[config.mk]
export PLATFORM = sky130hd
export DESIGN_NAME = weight_update_sequencer
export DESIGN_NICKNAME = d
export VERILOG_FILES = /design/src/rtl/weight_update_sequencer.sv
export SDC_FILE = /design/constraint.sdc
export NUM_CORES = 1
export LEC_CHECK = 0
export ABC_CLOCK_PERIOD_IN_PS = 5800
export CELL_PAD_IN_SITES_DETAIL_PLACEMENT = 1
export CELL_PAD_IN_SITES_GLOBAL_PLACEMENT = 2
export CORE_AREA = 3 3 164 166
export DETAILED_ROUTE_END_ITERATION = 10
export DIE_AREA = 0 0 167 169
export GPL_TIMING_DRIVEN = 1
export PLACE_DENSITY_LB_ADDON = 0.1
export SETUP_SLACK_MARGIN = 0.05
export SLEW_MARGIN = 40
export SYNTH_ARGS = -nofsm -noshare
export SYNTH_HDL_FRONTEND = slang
export SYNTH_SLANG_ARGS = --single-unit
export TNS_END_PERCENT = 100
[constraint.sdc]
create_clock -name clk -period 5.8 [get_ports clk]
set_input_delay 1.16 -clock clk [delete_from_list [all_inputs] [get_ports clk]]
set_output_delay 1.16 -clock clk [all_outputs]
set_load 0.01 [all_outputs]
[src/rtl/weight_update_sequencer.sv]
// Sequencer for one neuron's weight update: streams old weights, data points and the
// latched delta into the float32 update unit, then writes each returned weight back.
module weight_update_sequencer #(
    parameter int unsigned DATA_WIDTH     = 32,
    parameter int unsigned NUM_INPUTS     = 32,
    parameter int unsigned WADDR_WIDTH    = 10,
    parameter int unsigned XADDR_WIDTH    = 6,
    parameter int unsigned ISSUE_INTERVAL = 21
) (
    input  logic                   clk,
    input  logic                   rst,
    input  logic                   i_start,
    input  logic [WADDR_WIDTH-1:0] i_base_addr,
    input  logic [DATA_WIDTH-1:0]  i_delta,
    output logic                   o_w_rd_en,
    output logic [WADDR_WIDTH-1:0] o_w_rd_addr,
    input  logic [DATA_WIDTH-1:0]  i_w_rd_data,
    output logic                   o_x_rd_en,
    output logic [XADDR_WIDTH-1:0] o_x_rd_addr,
    input  logic [DATA_WIDTH-1:0]  i_x_rd_data,
    output logic                   o_upd_valid,
    output logic [DATA_WIDTH-1:0]  o_upd_old_weight,
    output logic [DATA_WIDTH-1:0]  o_upd_data_point,
    output logic [DATA_WIDTH-1:0]  o_upd_delta,
    input  logic                   i_upd_valid,
    input  logic [DATA_WIDTH-1:0]  i_upd_new_weight,
    output logic                   o_w_wr_en,
    output logic [WADDR_WIDTH-1:0] o_w_wr_addr,
    output logic [DATA_WIDTH-1:0]  o_w_wr_data,
    output logic                   o_busy,
    output logic                   o_done
);

    localparam int unsigned CNT_W = $clog2(NUM_INPUTS + 2);
    localparam int unsigned GAP_W = (ISSUE_INTERVAL > 1) ? $clog2(ISSUE_INTERVAL) : 1;

    localparam logic [CNT_W-1:0]      LAST_K     = CNT_W'(NUM_INPUTS);
    localparam logic [CNT_W-1:0]      NUM_WORDS  = CNT_W'(NUM_INPUTS + 1);
    localparam logic [GAP_W-1:0]      GAP_RELOAD = GAP_W'(ISSUE_INTERVAL - 1);
    localparam logic [DATA_WIDTH-1:0] ONE_F32    = DATA_WIDTH'(32'h3F80_0000);

    typedef enum logic [1:0] {
        S_IDLE,
        S_ISSUE,
        S_DRAIN,
        S_DONE
    } state_t;

    state_t                 state_q, state_d;
    logic [CNT_W-1:0]       k_q, k_d;
    logic [CNT_W-1:0]       j_q, j_d;
    logic [GAP_W-1:0]       gap_q, gap_d;
    logic [WADDR_WIDTH-1:0] base_q, base_d;
    logic [DATA_WIDTH-1:0]  delta_q, delta_d;
    logic                   w_rd_en_q, w_rd_en_d;
    logic [WADDR_WIDTH-1:0] w_rd_addr_q, w_rd_addr_d;
    logic                   x_rd_en_q, x_rd_en_d;
    logic [XADDR_WIDTH-1:0] x_rd_addr_q, x_rd_addr_d;
    logic                   upd_valid_q, upd_valid_d;
    logic                   upd_is_x_q, upd_is_x_d;
    logic                   wr_en_q, wr_en_d;
    logic [WADDR_WIDTH-1:0] wr_addr_q, wr_addr_d;
    logic [DATA_WIDTH-1:0]  wr_data_q, wr_data_d;
    logic                   busy_q, busy_d;
    logic                   done_q, done_d;

    logic                   rd_now;
    logic [CNT_W-1:0]       rd_idx;
    logic [WADDR_WIDTH-1:0] rd_base;
    logic                   rd_bias;

    // Next-state, read pacing, writeback and registered-output logic
    always_comb begin
        state_d     = state_q;
        k_d         = k_q;
        j_d         = j_q;
        gap_d       = gap_q;
        base_d      = base_q;
        delta_d     = delta_q;
        w_rd_en_d   = 1'b0;
        w_rd_addr_d = w_rd_addr_q;
        x_rd_en_d   = 1'b0;
        x_rd_addr_d = x_rd_addr_q;
        upd_valid_d = w_rd_en_q;
        upd_is_x_d  = x_rd_en_q;
        wr_en_d     = 1'b0;
        wr_addr_d   = wr_addr_q;
        wr_data_d   = wr_data_q;
        rd_now      = 1'b0;
        rd_idx      = '0;
        rd_base     = base_q;
        rd_bias     = 1'b0;

        case (state_q)
            S_IDLE: begin
                if (i_start) begin
                    base_d  = i_base_addr;
                    delta_d = i_delta;
                    j_d     = '0;
                    k_d     = CNT_W'(1);
                    gap_d   = GAP_RELOAD;
                    rd_now  = 1'b1;
                    rd_idx  = '0;
                    rd_base = i_base_addr;
                    state_d = (LAST_K == '0) ? S_DRAIN : S_ISSUE;
                end
            end
            S_ISSUE: begin
                if (gap_q == '0) begin
                    rd_now  = 1'b1;
                    rd_idx  = k_q;
                    k_d     = k_q + CNT_W'(1);
                    gap_d   = GAP_RELOAD;
                    if (k_q == LAST_K) begin
                        state_d = S_DRAIN;
                    end
                end else begin
                    gap_d = gap_q - GAP_W'(1);
                end
            end
            S_DRAIN: begin
                if (wr_en_q && (j_q == NUM_WORDS)) begin
                    state_d = S_DONE;
                end
            end
            S_DONE: begin
                state_d = S_IDLE;
            end
            default: begin
                state_d = S_IDLE;
            end
        endcase

        // The bias word has no data point, so only the weight RAM is read for it
        if (rd_now) begin
            rd_bias     = (rd_idx == LAST_K);
            w_rd_en_d   = 1'b1;
            w_rd_addr_d = rd_base + WADDR_WIDTH'(rd_idx);
            if (!rd_bias) begin
                x_rd_en_d   = 1'b1;
                x_rd_addr_d = XADDR_WIDTH'(rd_idx);
            end
        end

        // Results return in order, so the j-th result belongs to base + j
        if (((state_q == S_ISSUE) || (state_q == S_DRAIN)) && i_upd_valid && (j_q != NUM_WORDS)) begin
            wr_en_d   = 1'b1;
            wr_addr_d = base_q + WADDR_WIDTH'(j_q);
            wr_data_d = i_upd_new_weight;
            j_d       = j_q + CNT_W'(1);
        end

        busy_d = (state_d != S_IDLE);
        done_d = (state_d == S_DONE);
    end

    // State and output registers with synchronous reset
    always_ff @(posedge clk) begin
        if (rst) begin
            state_q     <= S_IDLE;
            k_q         <= '0;
            j_q         <= '0;
            gap_q       <= '0;
            base_q      <= '0;
            delta_q     <= '0;
            w_rd_en_q   <= 1'b0;
            w_rd_addr_q <= '0;
            x_rd_en_q   <= 1'b0;
            x_rd_addr_q <= '0;
            upd_valid_q <= 1'b0;
            upd_is_x_q  <= 1'b0;
            wr_en_q     <= 1'b0;
            wr_addr_q   <= '0;
            wr_data_q   <= '0;
            busy_q      <= 1'b0;
            done_q      <= 1'b0;
        end else begin
            state_q     <= state_d;
            k_q         <= k_d;
            j_q         <= j_d;
            gap_q       <= gap_d;
            base_q      <= base_d;
            delta_q     <= delta_d;
            w_rd_en_q   <= w_rd_en_d;
            w_rd_addr_q <= w_rd_addr_d;
            x_rd_en_q   <= x_rd_en_d;
            x_rd_addr_q <= x_rd_addr_d;
            upd_valid_q <= upd_valid_d;
            upd_is_x_q  <= upd_is_x_d;
            wr_en_q     <= wr_en_d;
            wr_addr_q   <= wr_addr_d;
            wr_data_q   <= wr_data_d;
            busy_q      <= busy_d;
            done_q      <= done_d;
        end
    end

    assign o_w_rd_en   = w_rd_en_q;
    assign o_w_rd_addr = w_rd_addr_q;
    assign o_x_rd_en   = x_rd_en_q;
    assign o_x_rd_addr = x_rd_addr_q;
    assign o_upd_valid = upd_valid_q;
    assign o_upd_delta = delta_q;
    assign o_w_wr_en   = wr_en_q;
    assign o_w_wr_addr = wr_addr_q;
    assign o_w_wr_data = wr_data_q;
    assign o_busy      = busy_q;
    assign o_done      = done_q;

    // RAM read data passes straight to the update unit in the issue cycle; quiet otherwise
    assign o_upd_old_weight = upd_valid_q ? i_w_rd_data : '0;
    assign o_upd_data_point = upd_valid_q ? (upd_is_x_q ? i_x_rd_data : ONE_F32) : '0;

endmodule

Yosys cells after proc, flatten, opt, wreduce, memory -nomap -nowiden
Index checks and enable logic that the tools add are counted.
{"block": "word_totals", "register_bits": 126, "input_bits": 142, "output_inout_bits": 160, "elab_cells": 77}
{"block": "classes", "add_sub_neg": 5, "eq_ne": 10, "n_mux": 27, "bitwise_logic": 2, "n_reduce_logical": 16}
{"operator": "$mux W32", "count": 3}
{"operator": "$mux W6", "count": 7}
{"operator": "$add A10 B6 Y10", "count": 2}
{"operator": "$mux W10", "count": 2}
{"operator": "$eq A6 B6 Y1 const B", "count": 3}
{"operator": "$add A6 B1 Y6 const B", "count": 2}
{"operator": "$pmux W6 S2", "count": 1}
{"operator": "$mux W5", "count": 2}
{"operator": "$pmux W5 S2", "count": 1}
{"operator": "$mux W2", "count": 4}
{"operator": "$pmux W2 S4", "count": 1}
{"operator": "$reduce_and A2 Y1", "count": 4}
{"operator": "$reduce_bool A2 Y1", "count": 4}
{"operator": "$eq A2 B2 Y1 const B", "count": 3}
{"operator": "$ne A6 B6 Y1 const B", "count": 1}
{"operator": "$logic_not A5 Y1", "count": 1}
{"operator": "$mux W1", "count": 5}
{"operator": "$sub A5 B1 Y5 const B", "count": 1}
{"operator": "$ne A2 B2 Y1 const B", "count": 2}
{"operator": "$logic_and A1 B1 Y1", "count": 3}
{"operator": "$reduce_and A3 Y1", "count": 1}
{"operator": "$eq A2 B1 Y1 const B", "count": 1}
{"operator": "$logic_not A2 Y1", "count": 1}
{"operator": "$not A1 Y1", "count": 2}
{"operator": "3 further kinds", "count": 3}

Longest topological paths before layout
Gate-level depths: netlist (run 1).
{"block": "logic_depth", "depth_word": 6, "ltp_mapped": 14, "mapped_depth_nobuf": 12}

Least setup slack after synthesis (run 1)
Ideal clock, no wire load.
{"block": "synth_timing", "path_kind": "input port to flip-flop", "start": "input i_start", "end": "register w_rd_addr_q[8], in the netlist o_w_rd_addr[8]", "setup_ps": 114, "arrival_time_ps": 3471, "required_time_ps": 5686, "slack_ps": 2215, "path_stages": 12, "n_path_buf": 2, "cell_sequence": "and2_1 buf_2 buf_2 nand2_1 nand2_1 ha_1 fa_1 a211oi_1 nor2_1 o311ai_0 xor2_1 a21o_1"}
{"block": "synth_via", "elab_chain_cells": 3, "word_cells_on_any_way": 5, "cone_classes": "add/sub (1); mux (4)"}
{"item": "from (decl)", "line": "12", "text": "input logic i_start,"}
{"item": "$mux W10 (2 in a row)"}
{"item": "$add A10 B6 Y10", "line": "138", "text": "w_rd_addr_d = rd_base + WADDR_WIDTH'(rd_idx);"}
{"item": "to (signal assigned)", "line": "185", "text": "w_rd_addr_q <= w_rd_addr_d;"}
{"item": "to (decl)", "line": "56", "text": "logic [WADDR_WIDTH-1:0] w_rd_addr_q, w_rd_addr_d;"}
Parallel ways exist; a longest one is shown, timed or not.
A chain may end at the register's enable or synchronous reset.

Final worst setup path (run 1)
Ends and elaborated chain as after synthesis.

==> results of run 1 <==
path summary, 6_finish.rpt:
kind / slack, ns / cells past startpoint / end
setup / recovery: 1.87 / 11 / o_w_rd_addr[8]$_SDFFE_PP0P_
hold / removal: 0.45 / 2 / o_w_wr_addr[2]$_SDFFE_PP0P_
setup reg to reg: 2.42 / 10 / o_w_rd_addr[9]$_SDFFE_PP0P_
hold reg to reg: 0.45 / 2 / o_w_wr_addr[2]$_SDFFE_PP0P_
final cells by class:
cell class,instances,area share [%]
diodes,1,0.02580
clock buffers,17,4.386
inverters,22,0.8514
multi-input cells,548,31.54
clock inverters,14,1.393
well taps,335,4.321
flip-flops and latches,126,26.02
repair buffers,306,31.46
power groups by stage:
stage                     Sequential (mW)  Clock (mW)  Combinational [mW]
final                               0.950        1.03               0.457
after global routing                0.958        1.10               0.504
after CTS                           0.951        1.06               0.469
after detailed placement            0.970           0               0.466
after global placement              0.970           0               0.465
after floorplan                     0.978           0               0.196
through the flow:
| stage | setup WS, ns | hold WS, ns | total power [mW] |
|---|---|---|---|
| 4_1_cts | 1.840 | 0.4549 | 2.483 |
| 6_report | 1.871 | 0.4509 | 2.433 |
| 2_1_floorplan | 2.215 | 0.4622 | 1.174 |
| 3_3_place_gp | 1.459 | 0.4411 | 1.435 |
| 5_1_grt | 1.611 | 0.4643 | 2.565 |
| 3_5_place_dp | 1.410 | 0.4467 | 1.435 |
registers in the layout (all words and copies together), names as in the netlist:
name,flops
o_w_wr_en,1
o_busy,1
o_w_rd_addr,10
o_x_rd_addr,6
o_upd_delta,32
o_x_rd_en,1
o_w_wr_data,32
base_q,10
o_upd_valid,1
o_w_rd_en,1
o_w_wr_addr,10
o_done,1
state_q,2
upd_is_x_q,1
k_q,6
gap_q,5
j_q,6
worst max-delay path, delay by kind of cell:
kind	cells	cell delay [ns]
adder cells (fa/ha/maj)	1	0.27
AND/OR/NAND/NOR	4	0.70
XOR/XNOR	1	0.12
AO/OA/AOI/OAI	3	0.99
buffers and inverters	2	1.00
per-layer routing:
| layer | up-vias | share of wire, % | GRT usage (%) |
|---|---|---|---|
| li1 | 3059 | - | - |
| met1 | 2742 | 44 | 19.41 |
| met2 | 214 | 47 | 27.57 |
| met3 | 18 | 7.7 | 5.979 |
| met4 | 0 | 1.3 | 4.770 |
| met5 | - | 0 | 0 |
synthesized netlist by cell type (all sizes together) (11+ instances only):
| cell type | count |
|---|---|
| nor2 | 52 |
| clkbuf | 30 |
| nand2 | 170 |
| a211oi | 11 |
| buf | 16 |
| nand3 | 13 |
| and3 | 32 |
| o21ai | 26 |
| ha | 22 |
| inv | 21 |
| dfxtp | 126 |
| a21oi | 101 |
| and2 | 34 |
kinds of logic (layout without fill, tap and decap cells):
kind of cell	count (synthesis)	in the layout	synth area share, %
other	0	1	0
muxes	6	6	1.027
AOI/OAI and AO/OA	173	173	17.64
and+or+nand+nor	333	333	25.98
buffers and inverters	68	359	5.047
xor gates and xnor gates	12	12	1.797
adders and majority gates	24	24	5.389
DFF	126	126	43.11
==> results by group, run 1 <==
Global route
  – Largest net degree at the start of global routing: 72
  – GRT Util Overall: 16.28%
  – Gr ovfl total: 0
  – Antenna violations before repair: 1
  – Vias in the first global route: 6198
  – First-pass GRT wire length: 36230 µm

STA
  – Relative slew slack: 51.66%
  – Crit share post-route: 67.73%
  – Setup tns final: 0 ns
  – Final min period: 3.929 ns
  – Fmax: 254.5 MHz
  – Final hold vios: 0
  – Clk_skew: 0.01168 ns
  – Fin. max-slew vios: 0
  – RSZ-0062 raised after global routing: no
  – Final setup fails: 0
  – Worst slew pin tran: 0.7195 ns

Pwr
  – Clock share of power: 42.2%
  – Combinational fraction of design power: 18.8%
  – Reg power frac: 39.0%
  – Peak supply drop: 0.1512 mV
  – Leakage Power: 3.745 nW
  – Cell Pwr Density: 250.8 nW/µm²
  – Switch share: 28.17%
  – Sw power: 0.6854 mW
  – Pint: 1.748 mW

Worst setup path
  – Critical R2R Launch: state_q[1]$_SDFF_PP0_
  – Startpoint Class: primary input
  – WS Path Type: in2reg
  – Cells along the critical path: clkdlybuf4s50_1 -> and2_2 -> buf_4 -> nand2_1 -> nand2_1 -> ha_1 -> a211oi_1 -> nor2_1 -> o311ai_0 -> xor2_1 -> a21o_1
  – Critical Path Source: i_start
  – Critical path fanouts, max: 36
  – Slowest CP cell: clkdlybuf4s50_1
  – Critical path capture point type: register
  – Most frequent cell on the critical path: nand2_1
  – Arrival time worst endpoint: 4.23 ns
  – Critical Path Max Stage Delay: 0.58 ns
  – Worst EP required: 6.10 ns

Yosys
  – Primary FF master, synth: dfxtp_1
  – Avg Cell Area, Syn: 7.885 µm²
  – Post-synth EDFFs: 0
  – Top cells by area, synth: dfxtp_1 43%, nand2_1 11%, a21oi_1 8.5%
  – Syn Inst Count: 742
  – Ys async rst share: 0%
  – Cell taking the most area after synthesis: dfxtp_1
  – Syn_nets: 908
  – Synthesized area: 5851 µm²
  – Yosys cell types: 54
  – Synth top area share: 43.11%
  – Synth Register Bits: 126
  – Seq/Total Area, Yosys: 43.11%
  – Ys Warns: 0

Route
  – Routed wire length: 23560 µm
  – Post-DRT Antenna Nets: 0
  – DRC viols: 0
  – Via density: 4.407
  – Wire per inst: 17.21 µm
  – Vias: 6033
  – Initial DRC Count: 205
  – Iteration count of the initial detailed-routing pass: 5

Final layout
  – Area grow syn2layout: 65.78%
  – Final cell count without fillers: 1369
  – Share of post-route cells with drive strength above 1: 5.034%
  – Post-layout util: 37.65%
  – Sequential cell area: 2524 µm²
  – Fill cells: 3043
  – Most frequent cells in the layout: 300 x clkdlybuf4s50_1, 170 x nand2_1, 125 x dfxtp_1
  – Multi-input gate area: 3059 µm²
  – Commonest non-fill, non-tap cell in the layout: clkdlybuf4s50_1
  – Design area: 9699 µm²
  – Final net count: 1187

Clocking
  – Post-cts resize count: 0
  – Clock H-tree levels: 4
  – Root buf cell: clkbuf_16
  – Post-CTS setup buffer count: 0
  – Hold_buf cts: 0
  – Clk sinks: 126
  – CTS tree: yes
  – Total CTS buffers: 17
  – Reg clk slew, reported paths: 0.06 ns
  – Clock buffer depth: 2
  – Clock Latency Late Sink: 0.41 ns

Floorplan
  – Initial Util: 22.71%
  – I/O Pins: 302
  – Cell row count: 59
  – Die Y: 169 µm
  – Die ar.: 28220 µm²
  – Core Area: 25760 µm²
  – Die span in x: 167 µm

Hold path
  – Worst Hold Class: reg2reg
  – HP Start: o_w_wr_addr[2]$_SDFFE_PP0P_

Placement
  – Post-DP Area: 9133 µm²
  – GP Congestion: 0.7828
  – DP HPWL: 17690 µm
  – Placed Instances: 1337
  – PortBufs: 301

Flow run
  – Max cap viols: 0

Run status
  – Status: finished clean
No activity file was read; power rests on OpenSTA's default activity.
==> inputs of run 2 (changes only) <==
ABC_CLOCK_PERIOD_IN_PS = 3390   (was 5800)
CORE_AREA = 3 3 180 182   (was 3 3 164 166)
DIE_AREA = 0 0 183 185   (was 0 0 167 169)
clock period = 3.39 ns   (was 5.8 ns; I/O delays follow)
==> results by group, run 2 (same netlist as run 1, synthesis figures left out) <==
Global route
  – Gr ovfl total: 0 (unchanged)
  – GRT Util Overall: 14.31% (-2.0 points)
  – Antenna violations before repair: 1 (unchanged)
  – Vias in the first global route: 6355 (+2.5%)
  – First-pass GRT wire length: 37590 µm (+3.8%)
  – Largest net degree at the start of global routing: 66 (-8.3%)

Clocking
  – CTS tree: yes
  – Clock Latency Late Sink: 0.42 ns (about the same)
  – Clock buffer depth: 2 (unchanged)
  – Clock H-tree levels: 4 (unchanged)
  – Post-cts resize count: 0 (unchanged)
  – Hold_buf cts: 0 (unchanged)
  – Post-CTS setup buffer count: 0 (unchanged)
  – Clk sinks: 126 (unchanged)
  – Total CTS buffers: 17 (unchanged)
  – Reg clk slew, reported paths: 0.06 ns (about the same)
  – Root buf cell: clkbuf_16

Placement
  – GP Congestion: 0.7462 (-4.7%)
  – DP HPWL: 18850 µm (+6.6%)
  – PortBufs: 301 (unchanged)

Route
  – Post-DRT Antenna Nets: 0 (unchanged)
  – Routed wire length: 25050 µm (+6.3%)
  – Initial DRC Count: 171 (-17%)
  – DRC viols: 0 (unchanged)
  – Via density: 4.277 (-3.0%)
  – Vias: 6197 (+2.7%)
  – Iteration count of the initial detailed-routing pass: 4 (-1)
  – Wire per inst: 17.29 µm (+0.47%)

Worst setup path
  – Arrival time worst endpoint: 3.38 ns (-0.85 ns)
  – Buf+Inv Stages, Crit Path: 1 (-1)
  – Critical path fanouts, max: 5 (-86%)
  – Largest delay contributor family on the critical path: adder cells
  – WS Path Type: reg2reg
  – Worst EP required: 3.70 ns (-2.40 ns)
  – Critical path capture point type: register
  – Critical Path Max Stage Delay: 0.42 ns (-0.16 ns)
  – Slowest CP cell: dfxtp_1
  – Startpoint Class: register
  – Cells along the critical path: inv_1 -> ha_1 -> and2_2 -> nand2_1 -> nand2_1 -> ha_1 -> fa_1 -> a211oi_2 -> nor2_1 -> o311ai_0 -> xor2_1 -> a21o_1

Hold path
  – Worst Hold Class: reg2reg

STA
  – RSZ-0062 raised after global routing: no
  – Clk_skew: 0.01352 ns (+0.001832 ns)
  – Worst hold-check slack: 0.4515 ns (+0.0006160 ns)
  – Fmax: 325.7 MHz
  – Worst slew pin tran: 0.7190 ns (-0.0004919 ns)
  – Relative slew slack: 52.07% (+0.40 points)
  – Fin. max-slew vios: 0 (unchanged)
  – Crit share post-route: 90.58%
  – Final hold vios: 0 (unchanged)
  – Final setup fails: 0 (unchanged)
  – Final min period: 3.071 ns

Pwr
  – Peak supply drop: 0.2228 mV (+47%)
  – Leakage Power: 3.836 nW (+2.5%)
  – Cell Pwr Density: 434.6 nW/µm² (+73%)

Floorplan
  – Initial Util: 19.03% (-3.7 points)
  – I/O Pins: 302 (unchanged)
  – Core Area: 30750 µm² (+19%)
  – Die ar.: 33860 µm² (+20%)
  – Die Y: 185 µm (+9.5%)
  – Die span in x: 183 µm (+9.6%)
  – Cell row count: 64 (+8.5%)

Final layout
  – Final net count: 1205 (+1.5%)
  – Post-layout util: 32.31% (-5.3 points)
  – Fill cells: 3644 (+20%)
  – Most frequent cells in the layout: 300 x clkdlybuf4s50_1, 170 x nand2_1, 125 x dfxtp_1
  – Multi-input gate area: 3052 µm² (-0.25%)
  – Share of post-route cells with drive strength above 1: 6.749% (+1.7 points)
  – Sequential cell area: 2524 µm² (unchanged)
  – Commonest non-fill, non-tap cell in the layout: clkdlybuf4s50_1
  – Area grow syn2layout: 69.80%

Run status
  – Status: finished clean

Flow run
  – Max cap viols: 0 (unchanged)
[run 2: worst register-to-register path, stage by stage, from the launching register on]
cell      delay [ns]
dfxtp_1         0.42
inv_1           0.12
ha_1            0.31
and2_2          0.27
nand2_1         0.10
nand2_1         0.06
ha_1            0.21
fa_1            0.42
a211oi_2        0.30
nor2_1          0.09
o311ai_0        0.36
xor2_1          0.12
a21o_1          0.19
[run 2: cell type report]
| cell class | instances | area share [%] |
|---|---|---|
| Timing Repair Buffer | 324 | 32.04 |
| Multi-Input combinational cell | 548 | 30.72 |
| Sequential cell | 126 | 25.40 |
| Tap cell | 396 | 4.987 |
| Clock buffer | 18 | 4.421 |
| Clock inverter | 14 | 1.574 |
| Inverter | 22 | 0.8312 |
| Antenna cell | 1 | 0.02519 |
[run 2: power breakdown]
part / total, mW / internal [mW] / switching (mW)
Sequential: 1.63 / 1.57 / 0.0601
Clock: 1.88 / 1.11 / 0.763
Combinational: 0.814 / 0.422 / 0.392
Total: 4.32 / 3.10 / 1.21
[run 2: through the flow]
stage	cells	TNS (ns)	cell area [µm²]	total power, mW	setup slack [ns]
floorplan	742	0	5851	2.008	0.2332
global placement	1416	-0.1769	9330	2.492	-0.09443
detailed placement	1416	-0.3140	9331	2.490	-0.1335
CTS	1448	0	9927	4.426	0.2265
global route	1449	0	9935	4.560	0.1364
finish	1449	0	9935	4.317	0.3194
[run 2: path summary, 6_finish.rpt]
| kind | slack, ns | cells after the start | from | endpoint |
|---|---|---|---|---|
| worst max register to register | 0.32 | 12 | state_q[0]$_SDFF_PP0_ | o_w_rd_addr[8]$_SDFFE_PP0P_ |
| worst min register to register | 0.45 | 2 | o_upd_delta[13]$_SDFFE_PP0P_ | o_upd_delta[13]$_SDFFE_PP0P_ |
| worst min-delay path | 0.45 | 2 | o_upd_delta[13]$_SDFFE_PP0P_ | o_upd_delta[13]$_SDFFE_PP0P_ |
| worst max-delay path | 0.32 | 12 | state_q[0]$_SDFF_PP0_ | o_w_rd_addr[8]$_SDFFE_PP0P_ |
[run 2: layer usage]
| metal | GRT usage, % | part of all wire, % | up-vias |
|---|---|---|---|
| met5 | 0 | 0 | - |
| met4 | 4.113 | 1.2 | 0 |
| met3 | 6.756 | 11 | 17 |
| met2 | 23.48 | 45 | 236 |
| met1 | 16.76 | 42 | 2850 |
| li1 | - | - | 3094 |
==> inputs of run 3 (changes only) <==
ABC_AREA = 1   (was not set)
ABC_CLOCK_PERIOD_IN_PS = 3500   (was 3390)
CORE_AREA = 3 3 178 180   (was 3 3 180 182)
DIE_AREA = 0 0 181 183   (was 0 0 183 185)
clock period = 3.5 ns   (was 3.39 ns; I/O delays follow)
==> results by group, run 3 <==
Flow run
  – Max cap viols: 0 (unchanged)

STA
  – Fin. max-slew vios: 0 (unchanged)
  – Final hold vios: 0 (unchanged)
  – Setup tns final: 0 ns (unchanged)
  – Worst slew pin tran: 0.6498 ns (-0.06926 ns)
  – Final min period: 2.742 ns
  – RSZ-0062 raised after global routing: no
  – Crit share post-route: 78.35%
  – Relative slew slack: 56.58% (+4.5 points)
  – Fmax: 364.6 MHz
  – Clk_skew: 0.01156 ns (-0.001956 ns)
  – Worst hold-check slack: 0.4254 ns (-0.02607 ns)
  – Final setup fails: 0 (unchanged)

Yosys
  – Syn_nets: 1032 (+14%)
  – Ys Warns: 0 (unchanged)
  – Synth top area share: 42.12% (-0.99 points)
  – Top cells by area, synth: dfxtp_1 42%, nor2_1 12%, inv_1 8.7%
  – Seq/Total Area, Yosys: 42.12% (-0.99 points)
  – Largest family of logic cells by synthesized area: simple AND/OR/NAND/NOR gates
  – Cell taking the most area after synthesis: dfxtp_1
  – Compound-Gate Fraction of Synth Area: 13.31% (-4.3 points)
  – Ys async rst share: 0% (unchanged)
  – Xor and xnor area share after synthesis: 1.609% (-0.19 points)
  – Simple-gate portion of the synthesized area: 25.60% (-0.39 points)
  – Mux cell area share after synthesis: 0% (-1.0 points)
  – Post-synth EDFFs: 0 (unchanged)
  – Post-Synth Adder-Cell Area: 5.265% (-0.12 points)
  – Syn Inst Count: 866 (+17%)
  – Post-synth top cells: 199 x nor2_1, 139 x inv_1, 126 x dfxtp_1
  – Synth Register Bits: 126 (unchanged)
  – Synthesized area: 5988 µm² (+2.4%)
  – Dominant cell by count in the synthesized netlist: nor2_1
  – Primary FF master, synth: dfxtp_1
  – Yosys cell types: 41 (-24%)
  – Avg Cell Area, Syn: 6.915 µm² (-12%)

Final layout
  – Commonest non-fill, non-tap cell in the layout: clkdlybuf4s50_1
  – Ant. Diodes: 0 (-1)
  – Share of post-route cells with drive strength above 1: 5.137% (-1.6 points)
  – Final net count: 1321 (+9.6%)
  – Area grow syn2layout: 66.49%
  – Most frequent cells in the layout: 301 x clkdlybuf4s50_1, 199 x nor2_1, 138 x inv_1
  – Design area: 9970 µm² (+0.35%)

Worst setup path
  – R2R depth: 16 (+4)
  – Slowest CP cell: clkdlybuf4s50_1
  – Critical R2R Launch: state_q[1]$_SDFF_PP0_
  – Arrival time worst endpoint: 2.04 ns (-1.34 ns)
  – Buf+Inv Stages, Crit Path: 2 (+1)
  – Cells along the critical path: nand2_1 -> buf_4 -> nor2_1 -> clkdlybuf4s50_1
  – Reg2reg end: o_w_rd_addr[8]$_SDFFE_PP0P_
  – Startpoint Class: register
  – WS Path Type: reg2out
  – R2r setup slk: 0.85 ns (+0.53 ns)
  – Critical path fanouts, max: 25 (+20)
  – Critical path capture point type: output pin
  – Worst EP required: 2.80 ns (-0.90 ns)
  – Largest delay contributor family on the critical path: buffers and inverters
  – Critical Path Max Stage Delay: 0.60 ns (+0.18 ns)

Route
  – Initial DRC Count: 224 (+31%)
  – Routed wire length: 22350 µm (-11%)
  – Wire per inst: 14.29 µm (-17%)
  – Highest metal used: met4
  – Routed length on met3: 2004 µm (-28%)
  – Met1 wire length: 9947 µm (-6.3%)
  – Via density: 3.973 (-7.1%)
  – Iteration count of the initial detailed-routing pass: 4 (unchanged)
  – Met2 wire length: 10110 µm (-11%)
  – Vias: 6214 (+0.27%)
  – DRC viols: 0 (unchanged)
  – Post-DRT Antenna Nets: 0 (unchanged)

Run status
  – Status: finished clean

Global route
  – Largest net degree at the start of global routing: 67 (+1.5%)
  – First-pass GRT wire length: 35750 µm (-4.9%)
  – GRT Util Overall: 13.37% (-0.94 points)
  – Vias in the first global route: 6414 (+0.93%)
  – Antenna violations before repair: 0 (-1)
  – Gr ovfl total: 0 (unchanged)

Pwr
  – Leakage Power: 4.471 nW (+17%)
  – Pint: 3.053 mW (-1.6%)
  – Reg power frac: 38.0% (+0.3 points)
  – Sw power: 1.244 mW (+2.4%)
  – Cell Pwr Density: 431.0 nW/µm² (-0.83%)
  – Clock share of power: 40.3% (-3.2 points)
  – Combinational fraction of design power: 21.8% (+2.9 points)
  – Switch share: 28.96% (+0.82 points)
  – Peak supply drop: 0.2536 mV (+14%)

Hold path
  – Hold EP: upd_is_x_q$_SDFF_PP0_
  – HP Start: o_x_rd_en$_SDFF_PP0_
  – Worst hold path stage count: 2 (unchanged)
  – Worst Hold Class: reg2reg

Clocking
  – Clock Latency Late Sink: 0.42 ns (about the same)
  – Clock buffer depth: 2 (unchanged)
  – Post-cts resize count: 0 (unchanged)
  – Clock H-tree levels: 4 (unchanged)
  – CTS tree: yes
  – Clk sinks: 126 (unchanged)
  – Total CTS buffers: 17 (unchanged)
  – Post-CTS setup buffer count: 0 (unchanged)
  – Root buf cell: clkbuf_16
  – Reg clk slew, reported paths: 0.06 ns (about the same)
  – Hold_buf cts: 0 (unchanged)

Floorplan
  – Initial Util: 19.73% (+0.70 points)
  – I/O Pins: 302 (unchanged)
  – Die Y: 183 µm (-1.1%)
  – Die span in x: 181 µm (-1.1%)
  – Cell row count: 64 (unchanged)
  – Core Area: 30350 µm² (-1.3%)
  – Die ar.: 33120 µm² (-2.2%)

Placement
  – DP HPWL: 16820 µm (-11%)
  – PortBufs: 301 (unchanged)
  – Post-DP Area: 9395 µm² (+0.68%)
  – GP Congestion: 0.7460 (about the same)
-- run 3: changes by cell type after synthesis, sizes merged, moves of 33 or more --
cell	before	now
nand2	170	122
nor2	52	205
inv	21	141
o21ai	26	102
a21oi	101	42
and2	34	1
-- run 3: cell type report --
class | instances | area, µm²
Clock buffer | 19 | 442.9
Clock inverter | 13 | 131.4
Fill cell | 3687 | 20380
Inverter | 142 | 538.0
Multi-Input combinational cell | 559 | 2741
Sequential cell | 126 | 2522
Tap cell | 396 | 495.5
Timing Repair Buffer | 309 | 3098
-- run 3: worst reg2reg max path, stage by stage, from the launching register on --
cell     delay (ns)
dfxtp_1        0.35
inv_1          0.11
ha_1           0.30
nand3_2        0.19
inv_1          0.11
nand2_1        0.11
inv_1          0.05
ha_1           0.22
fa_1           0.42
nand3_1        0.11
nand2_1        0.09
nand3_1        0.11
nand2_1        0.09
nand3_1        0.08
nand3_1        0.08
nand3_1        0.10
inv_1          0.04
-- run 3: power groups by stage --
stage / Sequential [mW] / Clock [mW] / Combinational [mW]
2_1_floorplan: 1.70 / 0 / 0.389
3_5_place_dp: 1.66 / 0 / 0.955
5_1_grt: 1.65 / 1.86 / 1.05
3_3_place_gp: 1.66 / 0 / 0.957
6_report: 1.63 / 1.73 / 0.936
4_1_cts: 1.63 / 1.81 / 0.962
-- run 3: worst max path at each step --
stage,from,cells past startpoint,endpoint
global route,state_q[1]$_SDFF_PP0_,17,o_w_rd_addr[8]$_SDFFE_PP0P_
CTS,upd_is_x_q$_SDFF_PP0_,4,o_upd_data_point[0]
detailed placement,i_start,14,o_w_rd_addr[6]$_SDFFE_PP0P_
global placement,i_start,14,o_w_rd_addr[8]$_SDFFE_PP0P_
finish,upd_is_x_q$_SDFF_PP0_,4,o_upd_data_point[0]
floorplan,state_q[0]$_SDFF_PP0_,17,o_w_rd_addr[6]$_SDFFE_PP0P_
-- run 3: layer usage --
| metal | GRT usage [%] | vias up |
|---|---|---|
| li1 | - | 3253 |
| met1 | 16.43 | 2737 |
| met2 | 22.03 | 208 |
| met4 | 3.778 | 0 |
| met3 | 5.058 | 16 |
| met5 | 0 | - |
-- run 3: cells by family (layout without fill, tap and decap cells) --
group | after synthesis | count (layout)
and+or+nand+nor | 372 | 372
buffers and inverters | 181 | 483
AOI/OAI and AO/OA | 152 | 152
DFF | 126 | 126
adders and majority gates | 24 | 24
xor gates and xnor gates | 11 | 11
-- run 3: through the flow --
| step | worst slack, ns | power [mW] | std cells | utilization, % |
|---|---|---|---|---|
| floorplan | 0.9820 | 2.087 | 866 | - |
| global placement | 0.4994 | 2.619 | 1532 | 30.96 |
| detailed placement | 0.4384 | 2.620 | 1532 | 30.96 |
| CTS | 0.6610 | 4.409 | 1564 | 32.85 |
| global route | 0.5364 | 4.563 | 1564 | 32.85 |
| finish | 0.7576 | 4.297 | 1564 | 32.85 |
